**src/rtl/rsp_mult_pkg.sv**
```systemverilog
// Shared encodings and saturation helpers for the rsp_mult pipelined multiplier.
package rsp_mult_pkg;

    // Operand interpretation selected by TC
    localparam logic TC_UNSIGNED = 1'b0;
    localparam logic TC_SIGNED   = 1'b1;

    // LSB handling selected by RND
    localparam logic RND_TRUNC   = 1'b0;
    localparam logic RND_HALF_UP = 1'b1;

    // Widest result a saturation constant can be built for
    localparam int SatMaxWidth = 64;

    // All-ones value of the given width, zero-extended to SatMaxWidth
    function automatic logic [SatMaxWidth-1:0] sat_unsigned(input int width);
        logic [SatMaxWidth-1:0] v;
        v = '0;
        for (int i = 0; i < SatMaxWidth; i++) begin
            if (i < width) v[i] = 1'b1;
        end
        return v;
    endfunction

    // Largest positive two's-complement value of the given width (0 then ones)
    function automatic logic [SatMaxWidth-1:0] sat_signed(input int width);
        logic [SatMaxWidth-1:0] v;
        v = '0;
        for (int i = 0; i < SatMaxWidth; i++) begin
            if (i < width - 1) v[i] = 1'b1;
        end
        return v;
    endfunction

endpackage

```
**src/rtl/rsp_mult_round_sat.sv**
```systemverilog
// Combinational round-half-up, MSB-aligned slice and optional saturation of a
// full-width product. Saturation and OVF exist only when RSP_MULT_SAT_EN is
// defined; otherwise the rounded value simply wraps and OVF is tied low.
module rsp_mult_round_sat
    import rsp_mult_pkg::*;
#(
    parameter int F       = 16,
    parameter int P_width = 15
) (
    input  logic [F-1:0]       full_i,
    input  logic               tc_i,
    input  logic               rnd_i,
    output logic [P_width-1:0] product_o,
    output logic               ovf_o
);

    localparam int D = F - P_width;

    // Rounded value, one bit wider so an unsigned carry-out is visible
    logic [F:0] sum;

    if (D > 0) begin : g_round
        localparam logic [F:0] Half = {{F{1'b0}}, 1'b1} << (D - 1);

        // Add half an output LSB when rounding is requested
        always_comb begin
            sum = {1'b0, full_i};
            if (rnd_i == RND_HALF_UP) sum = {1'b0, full_i} + Half;
        end
    end else begin : g_noround
        // Nothing is dropped, so rounding has no effect
        always_comb begin
            sum = {1'b0, full_i};
        end
    end

`ifdef RSP_MULT_SAT_EN
    localparam logic [SatMaxWidth-1:0] SatUFull = sat_unsigned(P_width);
    localparam logic [SatMaxWidth-1:0] SatSFull = sat_signed(P_width);
    localparam logic [P_width-1:0]     SatU     = SatUFull[P_width-1:0];
    localparam logic [P_width-1:0]     SatS     = SatSFull[P_width-1:0];

    logic ovf;

    // Detect rounding overflow and clamp to the largest representable value
    always_comb begin
        if (tc_i == TC_SIGNED) ovf = ~full_i[F-1] & sum[F-1];
        else                   ovf = sum[F];
        product_o = sum[F-1 -: P_width];
        if (ovf) product_o = (tc_i == TC_SIGNED) ? SatS : SatU;
        ovf_o = ovf;
    end
`else
    // Plain slice; any carry out of the rounding is discarded
    always_comb begin
        product_o = sum[F-1 -: P_width];
        ovf_o     = 1'b0;
    end
`endif

    // Dropped LSBs (and the carry / TC in the wrapping build) are intentionally unused
    logic unused_sum;
    assign unused_sum = ^{sum, tc_i};

endmodule

```
**src/rtl/rsp_mult_pipe.sv**
```systemverilog
// Pipelined signed/unsigned multiplier with valid/ready on both sides.
// DELAY register stages: DELAY-1 stages carry the exact product, the last one
// holds the rounded/sliced result. Saturation is compiled in by RSP_MULT_SAT_EN.
module rsp_mult_pipe
    import rsp_mult_pkg::*;
#(
    parameter int A_width = 8,
    parameter int B_width = 8,
    parameter int P_width = 15,
    parameter int DELAY   = 2
) (
    input  logic               CLK,
    input  logic               RST,
    input  logic               IN_VALID,
    output logic               IN_READY,
    input  logic [A_width-1:0] A,
    input  logic [B_width-1:0] B,
    input  logic               TC,
    input  logic               RND,
    output logic               OUT_VALID,
    input  logic               OUT_READY,
    output logic [P_width-1:0] PRODUCT,
    output logic               OVF
);

    localparam int F = A_width + B_width;

    logic               out_valid_q;
    logic [P_width-1:0] product_q;
    logic               ovf_q;
    logic               stall;

    // Whole pipe freezes while the output beat is refused
    assign stall    = out_valid_q & ~OUT_READY;
    assign IN_READY = ~stall;

    // Operands extended to F+2 bits so one signed multiply covers both modes
    logic signed [F+1:0] a_w;
    logic signed [F+1:0] b_w;
    logic signed [F+1:0] prod_w;
    logic        [F-1:0] full_in;

    // Exact product of the incoming operands
    always_comb begin
        a_w     = {{(B_width + 2){A[A_width-1] & (TC == TC_SIGNED)}}, A};
        b_w     = {{(A_width + 2){B[B_width-1] & (TC == TC_SIGNED)}}, B};
        prod_w  = a_w * b_w;
        full_in = prod_w[F-1:0];
    end

    logic unused_prod;
    assign unused_prod = ^prod_w[F+1:F];

    // Beat presented to the rounding logic in front of the final register
    logic [F-1:0] rs_full;
    logic         rs_tc;
    logic         rs_rnd;
    logic         rs_vld;

    if (DELAY > 1) begin : g_stages
        localparam int NS = DELAY - 1;

        logic [F-1:0]  full_q [NS];
        logic [NS-1:0] tc_q;
        logic [NS-1:0] rnd_q;
        logic [NS-1:0] vld_q;

        // Shift product, mode bits and valid one stage per unstalled cycle
        always_ff @(posedge CLK) begin
            if (RST) begin
                vld_q <= '0;
                tc_q  <= '0;
                rnd_q <= '0;
                for (int i = 0; i < NS; i++) full_q[i] <= '0;
            end else if (!stall) begin
                full_q[0] <= full_in;
                tc_q[0]   <= TC;
                rnd_q[0]  <= RND;
                vld_q[0]  <= IN_VALID;
                for (int i = 1; i < NS; i++) begin
                    full_q[i] <= full_q[i-1];
                    tc_q[i]   <= tc_q[i-1];
                    rnd_q[i]  <= rnd_q[i-1];
                    vld_q[i]  <= vld_q[i-1];
                end
            end
        end

        assign rs_full = full_q[NS-1];
        assign rs_tc   = tc_q[NS-1];
        assign rs_rnd  = rnd_q[NS-1];
        assign rs_vld  = vld_q[NS-1];
    end else begin : g_direct
        assign rs_full = full_in;
        assign rs_tc   = TC;
        assign rs_rnd  = RND;
        assign rs_vld  = IN_VALID;
    end

    logic [P_width-1:0] product_d;
    logic               ovf_d;

    rsp_mult_round_sat #(
        .F       (F),
        .P_width (P_width)
    ) u_round_sat (
        .full_i    (rs_full),
        .tc_i      (rs_tc),
        .rnd_i     (rs_rnd),
        .product_o (product_d),
        .ovf_o     (ovf_d)
    );

    // Final stage: registered result, flag and valid
    always_ff @(posedge CLK) begin
        if (RST) begin
            out_valid_q <= 1'b0;
            product_q   <= '0;
            ovf_q       <= 1'b0;
        end else if (!stall) begin
            out_valid_q <= rs_vld;
            product_q   <= product_d;
            ovf_q       <= ovf_d;
        end
    end

    assign OUT_VALID = out_valid_q;
    assign PRODUCT   = product_q;
    assign OVF       = ovf_q;

endmodule
```
**config.mk**
```make
export PLATFORM = sky130hd
export DESIGN_NAME = rsp_mult_pipe
export DESIGN_NICKNAME = d
export VERILOG_FILES = /design/src/rtl/rsp_mult_pkg.sv /design/src/rtl/rsp_mult_round_sat.sv /design/src/rtl/rsp_mult_pipe.sv
export SDC_FILE = /design/constraint.sdc
export NUM_CORES = 1
export LEC_CHECK = 0
export CAP_MARGIN = 0
export CORE_UTILIZATION = 30
export CTS_CLUSTER_DIAMETER = 100
export CTS_CLUSTER_SIZE = 8
export DETAILED_ROUTE_END_ITERATION = 10
export PLACE_DENSITY = 0.55
export SLEW_MARGIN = 20
export SYNTH_ARGS = -nofsm -noshare
export SYNTH_HDL_FRONTEND = slang
export SYNTH_SLANG_ARGS = --single-unit
```
**constraint.sdc**
```tcl
create_clock -name CLK -period 5.9 [get_ports CLK]
set_clock_uncertainty 0.05 [all_clocks]
set_input_delay 0.885 -clock CLK [delete_from_list [all_inputs] [get_ports CLK]]
set_output_delay 0.885 -clock CLK [all_outputs]
set_load 0.02 [all_outputs]
```
# After elaboration in Yosys (flattened, before gate mapping)
# Memory sizes are Yosys's and may differ from the RTL's.
# Index checks and enable logic that the tools add are counted.
dict set report word_totals {
  regBits 18
  mem_bits_rw 16
  in_bits 22
  memories 1
}
dict set report op_classes {
  n_addsub 1
  mul 1
  muxes 8
  bitwise_logic 5
  n_reduce_logical 1
}
# memory depth word_bits rd rd_ports_with_merged_regs wr line_no
set memory_table {}
lappend memory_table {g_stages.full_q 1 16 1 0 1 rsp_mult_pipe.sv:63} ;# logic [F-1:0] full_q [NS];
# operator n
set op_table {}
lappend op_table {{2-to-1 mux 16 bit} 2}
lappend op_table {{adder 16 x 1 -> 16 bit (second input constant)} 1}
lappend op_table {{multiplier 9 x 9 -> 16 bit} 1}
lappend op_table {{OR reduction 16 bit} 1}
lappend op_table {{2-to-1 mux 1 bit} 6}
lappend op_table {{AND 1 bit} 3}
lappend op_table {{NOT 1 bit} 2}

# Depth between registers and ports, before layout
dict set report logic_depth {
  word_depth 7
  depth_mapped 20
  depth_no_buf 19
}

# Hierarchy
# A second synthesis with hierarchy kept.
dict set report unflattened {
  hier_cells 494
  area_unflattened_um2 4380.5
}
# module instances cells_per_inst area_each_um2
set modules_own_cells {}
lappend modules_own_cells {rsp_mult_pipe 1 450 4065.1}
lappend modules_own_cells {rsp_mult_round_sat 1 44 315.3}

# Worst setup path after synthesis
# No wires, ideal clock.
dict set report synth_timing {
  kind {input port to flip-flop}
  start {input port B[7]}
  end {memory g_stages.full_q[0][15], data pin}
  setup_time_ns 0.266
  arrival_ns 5.434
  path_slack_ns 0.150
  stages 17
  path_buffers 1
  path_cell_list {clkbuf_1 -> nand2_1 -> or2_2 -> fa_1 -> fa_1 -> inv_1 -> fa_1 -> fa_1 -> inv_1 -> fa_1 -> inv_1 -> ha_1 -> o2111ai_1 -> a31oi_1 -> a311oi_1 -> xnor2_1 -> nor2_1}
}
dict set report synth_between {
  elab_chain_len 3
}
# element line_no
set synth_lines {}
lappend synth_lines {{start: declaration} rsp_mult_pipe.sv:17} ;# input logic [B_width-1:0] B,
lappend synth_lines {{AND 1 bit} rsp_mult_pipe.sv:46} ;# b_w = {{(A_width + 2){B[B_width-1] & (TC == TC_SIGNED)}}, B};
lappend synth_lines {{multiplier 9 x 9 -> 16 bit *} rsp_mult_pipe.sv:47} ;# prod_w = a_w * b_w;
lappend synth_lines {{2-to-1 mux 16 bit (no source line) *} -}
lappend synth_lines {{end: declaration} rsp_mult_pipe.sv:63}
# Mark *: on every way between the ends. The rest lies on a longest branch, timed or not.

# Worst setup path in the final report
dict set report layout_timing {
  start {input port TC}
  end {memory g_stages.full_q[0][10], data pin}
}
dict set report layout_between {
  elab_chain_len 3
  word_cells_on_any_way 4
  cone_classes {1 x mul; 1 x mux; 2 x bitwise}
}
# element line_no
set layout_lines {}
lappend layout_lines {{start: declaration} rsp_mult_pipe.sv:18} ;# input logic TC,
lappend layout_lines {{AND 1 bit, on equally long branches} {rsp_mult_pipe.sv:45, rsp_mult_pipe.sv:46}}
lappend layout_lines {{multiplier 9 x 9 -> 16 bit *} rsp_mult_pipe.sv:47}
lappend layout_lines {{2-to-1 mux 16 bit (no source line) *} -}
# Marks and branches as above.

==> impl_summary.md <==
Timing
The setup slack after layout is 241.8 ps. After routing, the total negative slack on setup checks comes to 0 ps. In the finished design, the share of the clock period the worst path needs comes to 95.90%. Setup repair after global routing left no endpoint under its margin. Final hold analysis gives a worst-case slack of 410.7 ps. Subtracting the final worst setup slack from the clock period gives 5658 ps. Setup violations remaining at the end of the flow were counted as 0.

Based on the critical path, the design can be clocked at up to 176.7 MHz. The final-report hold violation count came to 0. The number of pins with negative max-slew slack in the final report is 0. The worst relative slew slack is 41.83%. For the pin with the worst max-slew slack, the measured transition is 871.5 ps.

Global route
The all-layer global routing usage is 11.77%. The pin count of the biggest net entering global routing is 32. The initial antenna violation count is 0. The number of global-route vias before repair is 3099. The global-route wire length before repair is 13.95 mm. For this run the aggregate overflow at the end of global routing stands at 0.

Clock network
The clock tree from TritonCTS is done. Post-CTS repair changed the size of 0 cells. The number of buffers added by the clock tree synthesis step is 5. The tree is rooted in a sky130_fd_sc_hd__clkbuf_16. The clock transition at the registers of the reported paths is 50 ps.

The number of hold buffers added after CTS is 0. The clock latency on the worst-skew pair is 270 ps. The number of sinks handled by clock tree synthesis is 34. The maximum buffer depth of the clock tree is 2. The H-tree depth is 2. Buffers added to address setup during post-CTS repair amount to 0.

Floorplanning
Pin placement for this block handled 40 I/O pins. Once the floorplan was initialized, standard cells occupied 30.59% of the core. Measured along the y axis, the die boundary spans 120.7 µm. The floorplan die width is 120.7 µm. In this run the core area contains 43 standard-cell rows. The floorplan core area is 0.01383 mm².

The die covers 0.01458 mm².

Synthesis
The count of state elements after synthesis is 34. Counting instances in the post-synthesis netlist gives the leading cell types as sky130_fd_sc_hd__inv_1 (76), sky130_fd_sc_hd__fa_1 (63), sky130_fd_sc_hd__nand2_1 (45). The number of nets in the synthesized netlist is 566. The register area share after synthesis is 19.88%. The post-synthesis average cell area is 9.464 µm². The count of distinct cell types in the synthesized netlist is 43. After synthesis, the share of flip-flops with an asynchronous set or reset is 0%.

The largest area contributor in the synthesized netlist is sky130_fd_sc_hd__fa_1. In this run the biggest area consumer among cell types represents 29.81% of the synthesized area. In the post-synthesis netlist, the biggest area contributors are sky130_fd_sc_hd__fa_1 (30%), sky130_fd_sc_hd__edfxtp_1 (11%), sky130_fd_sc_hd__ha_1 (10%). The count of flip-flops with a built-in enable after synthesis is 16. The cell count after synthesis came out at 447. The most instantiated flip-flop cell in the synthesis netlist is sky130_fd_sc_hd__dfxtp_1. In the post-synthesis netlist, the cell with the most instances is sky130_fd_sc_hd__inv_1. The netlist area before placement is 0.004230 mm². Yosys printed 0 warnings.

Placement
Before CTS, the worst setup slack after placement is -168.1 ps. At the end of routability-driven placement, the weighted congestion stood at 0.8248. The quantity of I/O buffers inserted on ports is 38. The HPWL after detailed placement is 6.889 mm.

Power and ir drop
Net switching is 40.11% of the power. In this run the power density over the cells is 351.1 mW/mm². In this run the power spent charging and discharging nets is 0.7236 mW.

Per report_power, the sequential group accounts for 20.9% of the total. The leakage power of the design is 2.387 nW. In this run, the clock network consumes 13.4% of the power. The internal power component is 1.080 mW.

Per report_power, the combinational group accounts for 65.8% of the total. The highest ir drop seen on vdd is 0.1389 mV.

Cells and area
The final-layout fill cell count is 1400. The flip-flop and latch area is 840.8 µm². In the final layout, the multi-input gates occupy 0.003008 mm². After the last flow step, the layout net total stands at 630. Of the cells placed in the final design, the portion with a size suffix greater than 1 is 9.961%. The repair_antennas step left the layout with diodes totalling 0.

The post-synthesis to final-layout area growth is 21.47%.

Worst setup path
The depth of the worst register-to-register path is 4. The most critical setup path has its endpoint at g_stages.full_q[0][10]$_SDFFCE_PN0P_. The nature of the critical path startpoint is an input pin. The worst flop-to-flop path startpoint is OUT_VALID$_SDFFE_PP0N_. Across all register-to-register paths, the minimum setup slack is 3680 ps.

The arrival time at the worst endpoint is 5620 ps. The worst register-to-register path ends at g_stages.full_q[0][7]$_SDFFCE_PN0P_. The worst setup path is captured at a flop. The first element of the critical path is TC.

The worst setup path is of the input pin to flop kind. The worst-path maximum fanout is 5. At the worst endpoint, the required time is 5860 ps.

Routing
The first-pass detailed-route iteration total is 5. Across all layers, the routed design uses 3018 vias. Dividing the detail-routed wire length by the instance count gives 11.51 µm. In the routed layout, each cell is associated on average with a via count of 4.361. For this run, design rule violations remaining after detail routing come to 0. The number of nets with antenna violations after detailed routing is 0. The iteration-0 DRC count of the detailed router is 95. The total wirelength of the detailed-routed design is 7.965 mm.

Run status
The run finished with clean final reports.

Job
Across the run, the number of max-cap violations was 0.

Hold path
In this run the worst hold path is classified as flop to flop. Counting instances, the worst hold path has a depth of 2.
==> registers in the layout, indices dropped and copies added, names as in the netlist <==
register         cells
g_stages.full_q     16
OUT_VALID            1
PRODUCT             15
g_stages.vld_q       1
g_stages.rnd_q       1
==> worst min-delay path by stage <==
stage                                 from  slack [ps]                           to
3_3_place_gp   g_stages.vld_q$_SDFFE_PP0N_         390  g_stages.vld_q$_SDFFE_PP0N_
6_report       g_stages.vld_q$_SDFFE_PP0N_         410  g_stages.vld_q$_SDFFE_PP0N_
3_5_place_dp   g_stages.vld_q$_SDFFE_PP0N_         400  g_stages.vld_q$_SDFFE_PP0N_
2_1_floorplan  g_stages.vld_q$_SDFFE_PP0N_         380  g_stages.vld_q$_SDFFE_PP0N_
5_1_grt        g_stages.vld_q$_SDFFE_PP0N_         450  g_stages.vld_q$_SDFFE_PP0N_
4_1_cts        g_stages.vld_q$_SDFFE_PP0N_         410  g_stages.vld_q$_SDFFE_PP0N_
==> final cells by class <==
class                           instances  area share (%)
Clock buffer                            8           2.654
Inverter                               76           5.552
Multi-Input combinational cell        321           58.53
Sequential cell                        34           16.36
Tap cell                              180           4.383
Timing Repair Buffer                   73           12.52
==> power by group through the flow <==
stage          logic (mW)  clock network (mW)  registers (mW)
6_report             1.19               0.241           0.376
5_1_grt              1.37               0.261           0.384
4_1_cts              1.21               0.248           0.377
3_5_place_dp         1.19                   0           0.381
3_3_place_gp         1.18                   0           0.378
2_1_floorplan       0.820                   0           0.394
==> routing by layer <==
| layer | up-vias | part of all wire (%) | track usage, % |
|---|---|---|---|
| li1 | 1515 | - | - |
| met1 | 1448 | 47 | 15.35 |
| met2 | 49 | 49 | 20.87 |
| met3 | 6 | 2.7 | 1.179 |
| met4 | 0 | 1.0 | 2.778 |
| met5 | - | 0 | 0 |
==> stage by stage <==
| stage | power (mW) | area [µm²] | cells | util [%] |
|---|---|---|---|---|
| 3_5_place_dp | 1.570 | 5002 | 684 | 36.18 |
| 3_3_place_gp | 1.562 | 5002 | 684 | 36.18 |
| 4_1_cts | 1.834 | 5139 | 692 | 37.16 |
| 2_1_floorplan | 1.214 | 4230 | 447 | - |
| 6_report | 1.804 | 5139 | 692 | 37.16 |
| 5_1_grt | 2.018 | 5139 | 692 | 37.16 |
==> layout by cell type, fill, tap and decap left out, types with 2 or more instances in the layout <==
master / count
sky130_fd_sc_hd__nand2b_1: 5
sky130_fd_sc_hd__a311oi_1: 2
sky130_fd_sc_hd__nand2_1: 45
sky130_fd_sc_hd__a31oi_1: 2
sky130_fd_sc_hd__nor2_1: 37
sky130_fd_sc_hd__nand3_1: 2
sky130_fd_sc_hd__nand3_2: 4
sky130_fd_sc_hd__a211oi_2: 3
sky130_fd_sc_hd__and2_1: 42
sky130_fd_sc_hd__inv_1: 76
sky130_fd_sc_hd__and3_1: 2
sky130_fd_sc_hd__edfxtp_1: 16
sky130_fd_sc_hd__o21ai_0: 3
sky130_fd_sc_hd__a21o_1: 2
sky130_fd_sc_hd__a21oi_1: 8
sky130_fd_sc_hd__clkdlybuf4s50_1: 38
sky130_fd_sc_hd__nand4_1: 4
sky130_fd_sc_hd__clkbuf_16: 5
sky130_fd_sc_hd__a211oi_1: 9
sky130_fd_sc_hd__dfxtp_1: 18
sky130_fd_sc_hd__nor2b_1: 5
sky130_fd_sc_hd__or2_2: 2
sky130_fd_sc_hd__and4_1: 2
sky130_fd_sc_hd__buf_4: 35
sky130_fd_sc_hd__xor2_1: 14
sky130_fd_sc_hd__clkbuf_1: 3
sky130_fd_sc_hd__fa_1: 63
sky130_fd_sc_hd__nor3_1: 3
sky130_fd_sc_hd__xnor2_1: 16
sky130_fd_sc_hd__ha_1: 34
==> worst max-delay path, cell delays in order <==
cell and delay [ps]:
sky130_fd_sc_hd__clkdlybuf4s50_1 520, sky130_fd_sc_hd__nand2_1 110, sky130_fd_sc_hd__or2_2 290, sky130_fd_sc_hd__fa_1 470
sky130_fd_sc_hd__fa_1 540, sky130_fd_sc_hd__inv_1 50, sky130_fd_sc_hd__fa_1 500, sky130_fd_sc_hd__fa_1 540
sky130_fd_sc_hd__inv_1 50, sky130_fd_sc_hd__fa_1 530, sky130_fd_sc_hd__inv_1 40, sky130_fd_sc_hd__ha_1 220
sky130_fd_sc_hd__buf_4 150, sky130_fd_sc_hd__o21a_1 150, sky130_fd_sc_hd__a21oi_1 230, sky130_fd_sc_hd__buf_4 160
sky130_fd_sc_hd__xor2_1 130, sky130_fd_sc_hd__nor2_1 50
==> cell families after synthesis <==
kind of cell	Yosys count	synth area share [%]
AND/OR/NAND/NOR	157	18.81
adder cells (fa/ha/maj)	97	39.87
buffers and inverters	92	9.021
AO/OA/AOI/OAI	35	5.886
flip-flops	34	19.88
XOR/XNOR	30	6.211
other	1	0.08865
multiplexers	1	0.2366
No activity file was read; power rests on OpenSTA's default activity.
